<file path="config.mk">
export PLATFORM = sky130hd
export DESIGN_NAME = nxn_reg_mux
export DESIGN_NICKNAME = d
export VERILOG_FILES = /design/src/rtl/nxn_reg_mux.sv
export SDC_FILE = /design/constraint.sdc
export NUM_CORES = 1
export LEC_CHECK = 0
export CAP_MARGIN = 10
export CORE_MARGIN = 2
export CORE_UTILIZATION = 40
export DETAILED_ROUTE_END_ITERATION = 7
export MAX_ROUTING_LAYER = met4
export PLACE_DENSITY = 0.85
export SYNTH_ARGS = -nofsm -noshare
export SYNTH_HDL_FRONTEND = slang
export SYNTH_SLANG_ARGS = --single-unit
</file>
<file path="constraint.sdc">
create_clock -name clk -period 3.5 [get_ports clk]
set_clock_uncertainty 0.1 [all_clocks]
set_input_delay 0.7 -clock clk [delete_from_list [all_inputs] [get_ports clk]]
set_output_delay 0.7 -clock clk [all_outputs]
set_load 0.02 [all_outputs]
</file>
<file path="src/rtl/nxn_reg_mux.sv">
// Registered N-to-1 word multiplexer with fixed-select or round-robin grant
// and valid/ready handshaking on every input and on the single output entry.
module nxn_reg_mux #(
  parameter int WIDTH    = 8,
  parameter int CHANNELS = 4,
  parameter int SEL_W    = 2
) (
  input  logic                      clk,
  input  logic                      reset_n,
  input  logic [CHANNELS*WIDTH-1:0] in_data,
  input  logic [CHANNELS-1:0]       in_valid,
  output logic [CHANNELS-1:0]       in_ready,
  input  logic                      mode,
  input  logic [SEL_W-1:0]          S,
  output logic [WIDTH-1:0]          RES,
  output logic                      res_valid,
  input  logic                      res_ready,
  output logic [SEL_W-1:0]          res_ch
);

  localparam int NPAD = 1 << SEL_W;

  logic [WIDTH-1:0] res_q, res_d;
  logic             res_valid_q, res_valid_d;
  logic [SEL_W-1:0] res_ch_q, res_ch_d;
  logic [SEL_W-1:0] rr_ptr_q, rr_ptr_d;

  logic             load_en;
  logic             gnt_vld;
  logic [SEL_W-1:0] gnt_idx;
  logic [NPAD-1:0]  valid_pad;
  logic [WIDTH-1:0] ch_data [CHANNELS];
  int               idx;

  assign load_en   = !res_valid_q || res_ready;
  // Padding lets an out-of-range S index safely before the range check masks it.
  assign valid_pad = NPAD'(in_valid);

  for (genvar g = 0; g < CHANNELS; g++) begin : g_chan
    assign ch_data[g]  = in_data[g*WIDTH +: WIDTH];
    assign in_ready[g] = reset_n && gnt_vld && (gnt_idx == SEL_W'(g));
  end

  always_comb begin
    gnt_vld = 1'b0;
    gnt_idx = '0;
    idx     = 0;
    if (load_en) begin
      if (!mode) begin
        if ((int'(S) < CHANNELS) && valid_pad[S]) begin
          gnt_vld = 1'b1;
          gnt_idx = S;
        end
      end else begin
        for (int unsigned k = 1; k <= CHANNELS; k++) begin
          idx = (int'(rr_ptr_q) + int'(k)) % CHANNELS;
          if (!gnt_vld && valid_pad[SEL_W'(idx)]) begin
            gnt_vld = 1'b1;
            gnt_idx = SEL_W'(idx);
          end
        end
      end
    end
  end

  always_comb begin
    res_d       = res_q;
    res_valid_d = res_valid_q;
    res_ch_d    = res_ch_q;
    rr_ptr_d    = rr_ptr_q;
    if (load_en) begin
      res_valid_d = gnt_vld;
      if (gnt_vld) begin
        res_d    = ch_data[gnt_idx];
        res_ch_d = gnt_idx;
        if (mode) rr_ptr_d = gnt_idx;
      end
    end
  end

  always_ff @(posedge clk) begin
    if (!reset_n) begin
      res_q       <= '0;
      res_valid_q <= 1'b0;
      res_ch_q    <= '0;
      rr_ptr_q    <= SEL_W'(CHANNELS - 1);
    end else begin
      res_q       <= res_d;
      res_valid_q <= res_valid_d;
      res_ch_q    <= res_ch_d;
      rr_ptr_q    <= rr_ptr_d;
    end
  end

  assign RES       = res_q;
  assign res_valid = res_valid_q;
  assign res_ch    = res_ch_q;

endmodule

</file>
# Word level (Yosys, flattened, before mapping)
# Index checks and enable logic that the tools add are counted.
# totals
reg_bits,13
wordCells,71
in_bits,42
output_inout_bits,15
# classes
add_sub_neg,4
n_lt_le_gt_ge,6
n_bitwise,1
eq_ne,3
mux,37
reduce_logical,16
# ops
operator,n
1-bit 2-to-1 mux,22
8-bit binary-select mux with 2-bit select,1
2-bit by 4-bit less-than comparator with 1-bit output (second input constant),4
8-bit 2-to-1 mux,2
2-bit 2-to-1 mux,7
1-bit binary-select mux with 2-bit select,5
1-bit logical AND,8
2-bit by 1-bit adder with 2-bit output (second input constant),2
2-bit adder (second input constant),2
2-bit == test (second input constant),2
1-bit logical NOT,4
3-bit greater-or-equal comparator (second input constant),1
2-bit by 3-bit less-than comparator with 1-bit output (second input constant),1
2-bit inverter with 3-bit output,1
3-bit AND reduction,1
2-bit by 1-bit == test with 1-bit output (second input constant),1
2-bit logical NOT,1
2-bit AND reduction,1
1-bit logical OR,1

# Depth between registers and ports, before layout
# depth
depth_word,26
ltp_mapped,8
ltp_nobuf,6

# Worst setup path before layout
# No wires, ideal clock.
# synth_path
path_type,input to output
from,in in_valid[3]
to,out in_ready[0]
t_arrival_ns,2.211
cell_stages,8
setup_slack_ns,0.489
required_ns,2.700
path_cell_list,buf_6 -> mux2_4 -> a22oi_2 -> a21o_2 -> a21oi_2 -> or3_1 -> buf_6 -> nor2_1
# synth_via
elab_chain_len,23
word_cells_on_any_way,43
# synth_lines
item,line_no,text
from (decl),11,"input logic [CHANNELS-1:0] in_valid,"
1-bit binary-select mux with 2-bit select,57,if (!gnt_vld && valid_pad[SEL_W'(idx)]) begin
1-bit 2-to-1 mux (implied by the code) (2 in series),57,
1-bit 2-to-1 mux,57,
1-bit 2-to-1 mux,49,if (!mode) begin
1-bit 2-to-1 mux,48,if (load_en) begin
1-bit logical NOT,57,
1-bit logical AND,57,
1-bit 2-to-1 mux,57,
[6 not listed],--,
1-bit 2-to-1 mux,48,
1-bit logical NOT,57,
1-bit logical AND,57,
2-bit 2-to-1 mux / 1-bit 2-to-1 mux (equally long branches),57,
2-bit 2-to-1 mux / 1-bit 2-to-1 mux (equally long branches),49,
2-bit 2-to-1 mux / 1-bit 2-to-1 mux (equally long branches),48,
2-bit logical NOT / 1-bit logical AND (equally long branches),41,assign in_ready[g] = reset_n && gnt_vld && (gnt_idx == SEL_W'(g));
1-bit logical AND (*),41,
to (decl),12,"output logic [CHANNELS-1:0] in_ready,"
# Every way passes the cells marked *; elsewhere a longest branch is shown, timed or not. The select of a mux whose other input is x is not followed.

# Final worst setup path
# layout_path
from,in in_valid[1]
to,out in_ready[2]
# layout_via
elab_chain_len,23
word_cells_on_any_way,43
# layout_lines
item,line_no
1-bit binary-select mux with 2-bit select,57
1-bit 2-to-1 mux (implied by the code) (2 in series),57
1-bit 2-to-1 mux,57
1-bit 2-to-1 mux,49
1-bit 2-to-1 mux,48
1-bit logical NOT,57
1-bit logical AND,57
1-bit 2-to-1 mux,57
[6 not listed],--
1-bit 2-to-1 mux,48
1-bit logical NOT,57
1-bit logical AND,57
2-bit 2-to-1 mux / 1-bit 2-to-1 mux (equally long branches),57
2-bit 2-to-1 mux / 1-bit 2-to-1 mux (equally long branches),49
2-bit 2-to-1 mux / 1-bit 2-to-1 mux (equally long branches),48
2-bit == test / 1-bit logical AND (equally long branches),41
1-bit logical AND (*),41
# Marked as above.

==> flow_metrics.py <==
metrics = {
    "yosys": {
        "synthTopCellsByArea": "dfxtp_1 27%, mux2i_1 17%, o21a_1 7.1%",
        "synth.most_common_cell": "mux2i_1",
        "synth_warnings": 0,
        "synth_common_cells": "16 x mux2i_1, 13 x dfxtp_1, 10 x nand3_1",
        "synthCells": 110,
        "synthArstFlopShare_pct": 0,
        "syn-num-nets": 152,
        "synthesis.area_um2": 951,
        "synth_top_area_share_pct": 27.4,
        "ys_types": 35,
        "synth_edf_count": 0,
        "yosys.area.top_type": "dfxtp_1",
        "ys_seq_area_share_pct": 27.4,
        "avgSynthCellArea_um2": 8.64,
        "ys_seq_elements": 13,
        "synth-main-ff-cell": "dfxtp_1",
    },
    "global_route": {
        "grt_start_max_net_pins": 11,
        "antenna_found_initial": 0,
        "grt_pass1_vias": 1148,
        "grt-ovfl-total": 0,
        "track_usage_pct": 24.8,
        "grt_pass1_wl_mm": 4.95,
    },
    "floorplan": {
        "rows": 17,
        "coreArea_um2": 2230,
        "num_io_pins": 57,
        "start_util_pct": 42.6,
        "die_y_um": 52.8,
        "die_area_um2": 2780,
        "die_x_um": 52.8,
    },
    "timing": {
        "rsz0062_at_grt": "no",
        "hold_violations": 0,
        "setup_viol": 0,
        "tightest_slew_ns": 0.392,
        "fmax_mhz": 293,
        "slew_headroom_pct": 73.6,
        "slew_viol_final": 0,
        "period_needed_ns": 3.41,
        "fin_crit_sh_pct": 97.4,
    },
    "pwr": {
        "p_seq_share_pct": 33.4,
        "power.share.clock_pct": 18.7,
        "p_sw_uw": 181,
        "p_int_uw": 357,
        "power_density_nw_per_um2": 318,
        "p_comb_share_pct": 47.8,
        "ir_worst_vdd_mv": 0.231,
        "switching_share_pct": 33.7,
        "leakage_uw": 0.000718,
    },
    "final_layout": {
        "syn_to_final_growth_pct": 78.0,
        "fin_cells": 214,
        "antennaDiodeCount": 0,
        "utilization_pct": 75.8,
        "drive_gt1_share_pct": 24.2,
        "nets": 229,
    },
    "place": {
        "dp_cells": 210,
        "detailed_place_hpwl_mm": 2.51,
        "routabilityCongestion": 0.793,
        "io_buffers": 56,
    },
    "worst_setup_path": {
        "crit_required_ns": 2.70,
        "endpoint_kind": "output port",
        "critPathArrivalTime_ns": 2.61,
        "critical_path_class": "input pin to output port",
        "crit_chain": "clkdlybuf4s50_1 > mux2_4 > a22oi_2 > a21o_2 > a21oi_2 > or3_4 > nor2_1 > clkdlybuf4s15_2",
        "slowest_stage": "clkdlybuf4s50_1",
        "worst-path-buf-inv": 2,
        "crit_family": "buffers and inverters",
        "slowest_delay_ns": 0.48,
        "crit_fanout": 5,
        "start_kind": "input pin",
    },
    "detailed_routing": {
        "drc": 0,
        "drtPass1Iterations": 4,
        "drt_iter0_markers": 21,
        "routed_wl_mm": 3.03,
        "num_vias": 1144,
        "antenna_left": 0,
        "via_per_inst": 5.35,
        "wl_per_cell_um": 14.2,
    },
    "clock_tree": {
        "htreeDepth": 1,
        "numClockSinks": 13,
        "clockBufferDepth": 2,
        "cts_setup_buffers": 0,
        "cts-root-buf": "clkbuf_4",
        "clkTransAtPathRegs_ns": 0.08,
        "cts_tree": "built",
        "cts_made_buffers": 3,
        "clkLatencyLatePin_ns": 0.29,
        "holdBufCountCts": 0,
    },
    "outcome": {
        "status": "complete, no violations",
    },
    "min_path": {
        "min_path_type": "flip-flop to flip-flop",
    },
    "job": {
        "cap_violations": 0,
    },
}
-- worst paths after layout --
check	startpoint	to	slack (ns)	depth (start not counted)
hold / removal	res_ch[1]	res_ch[1]	0.37	2
setup / recovery	in_valid[1]	in_ready[2]	0.09	8
hold reg to reg	res_ch[1]	res_ch[1]	0.37	2
setup reg to reg	rr_ptr_q[1]	RES[7]	1.46	8
-- cells in the final DEF (no fill, tap or decap), drive strengths merged, types with 2 or more instances in the layout --
master,synthesis,routed
a211oi,2,2
a21oi,7,7
and2b,2,2
buf,5,24
clkbuf,2,6
clkdlybuf4s50,0,51
dfxtp,13,13
inv,2,2
mux2,2,2
mux2i,16,16
nand2,6,6
nand2b,2,2
nand3,10,10
nor2,6,6
o211ai,2,2
o21a,9,9
o21ai,12,12
-- layout make-up --
cell class / instances / area [µm²]
timing repair buffer: 79 / 722
fill: 170 / 541
clock buffer: 4 / 26.3
sequential: 13 / 260
multi-input combinational: 88 / 642
tap: 28 / 35.0
inverter: 2 / 7.51
-- worst min-delay path, delay by kind of cell, from the launching register on --
kind,cells,cell delay (ns)
flops,1,0.32
simple gates,1,0.05
compound gates,1,0.06
-- layer usage --
layer	wire length [µm]	global-route usage, %	part of all wire, %
met1	1190	25.2	39
met2	1520	44.4	50
met3	285	8.29	9.4
met5	0	-	0
met4	35	8.55	1.2
-- metrics by stage --
step           hold WS (ns)  setup TNS (ns)  cell area [µm²]  setup WS, ns  total power, µW
2_1_floorplan         0.381               0              951         0.489              308
3_3_place_gp          0.349          -0.994             1670        -0.291              433
3_5_place_dp          0.353           -1.13             1670        -0.311              439
4_1_cts               0.364               0             1690       0.00520              535
5_1_grt               0.420               0             1690        0.0281              570
6_report              0.368               0             1690        0.0922              539
-- power groups by stage --
stage	combinational [µW]	clock, µW	sequential [µW]
after CTS	257	99.0	180
after floorplan	106	0	202
after global placement	251	0	182
after detailed placement	256	0	183
after global routing	276	111	183
final	258	101	180
-- state kept, by name, summed over array words and instances (netlist names) --
signal / cells
RES: 8
res_valid: 1
rr_ptr_q: 2
res_ch: 2
-- logic make-up (layout without fill, tap and decap cells) --
group	count (synthesis)	after routing	synth area share (%)
AO/OA/AOI/OAI	37	37	26.4
buffers and inverters	9	85	6.45
flip-flops	13	13	27.4
multiplexers	19	19	22.0
AND/OR/NAND/NOR	32	32	17.8
-- timing repair --
item,4_1_cts,5_1_grt
resized for setup,9,8
setup endpoints to repair,4,4
endpoints found under the hold margin,0,0
Note: power is estimated with default switching activity, not from simulation.
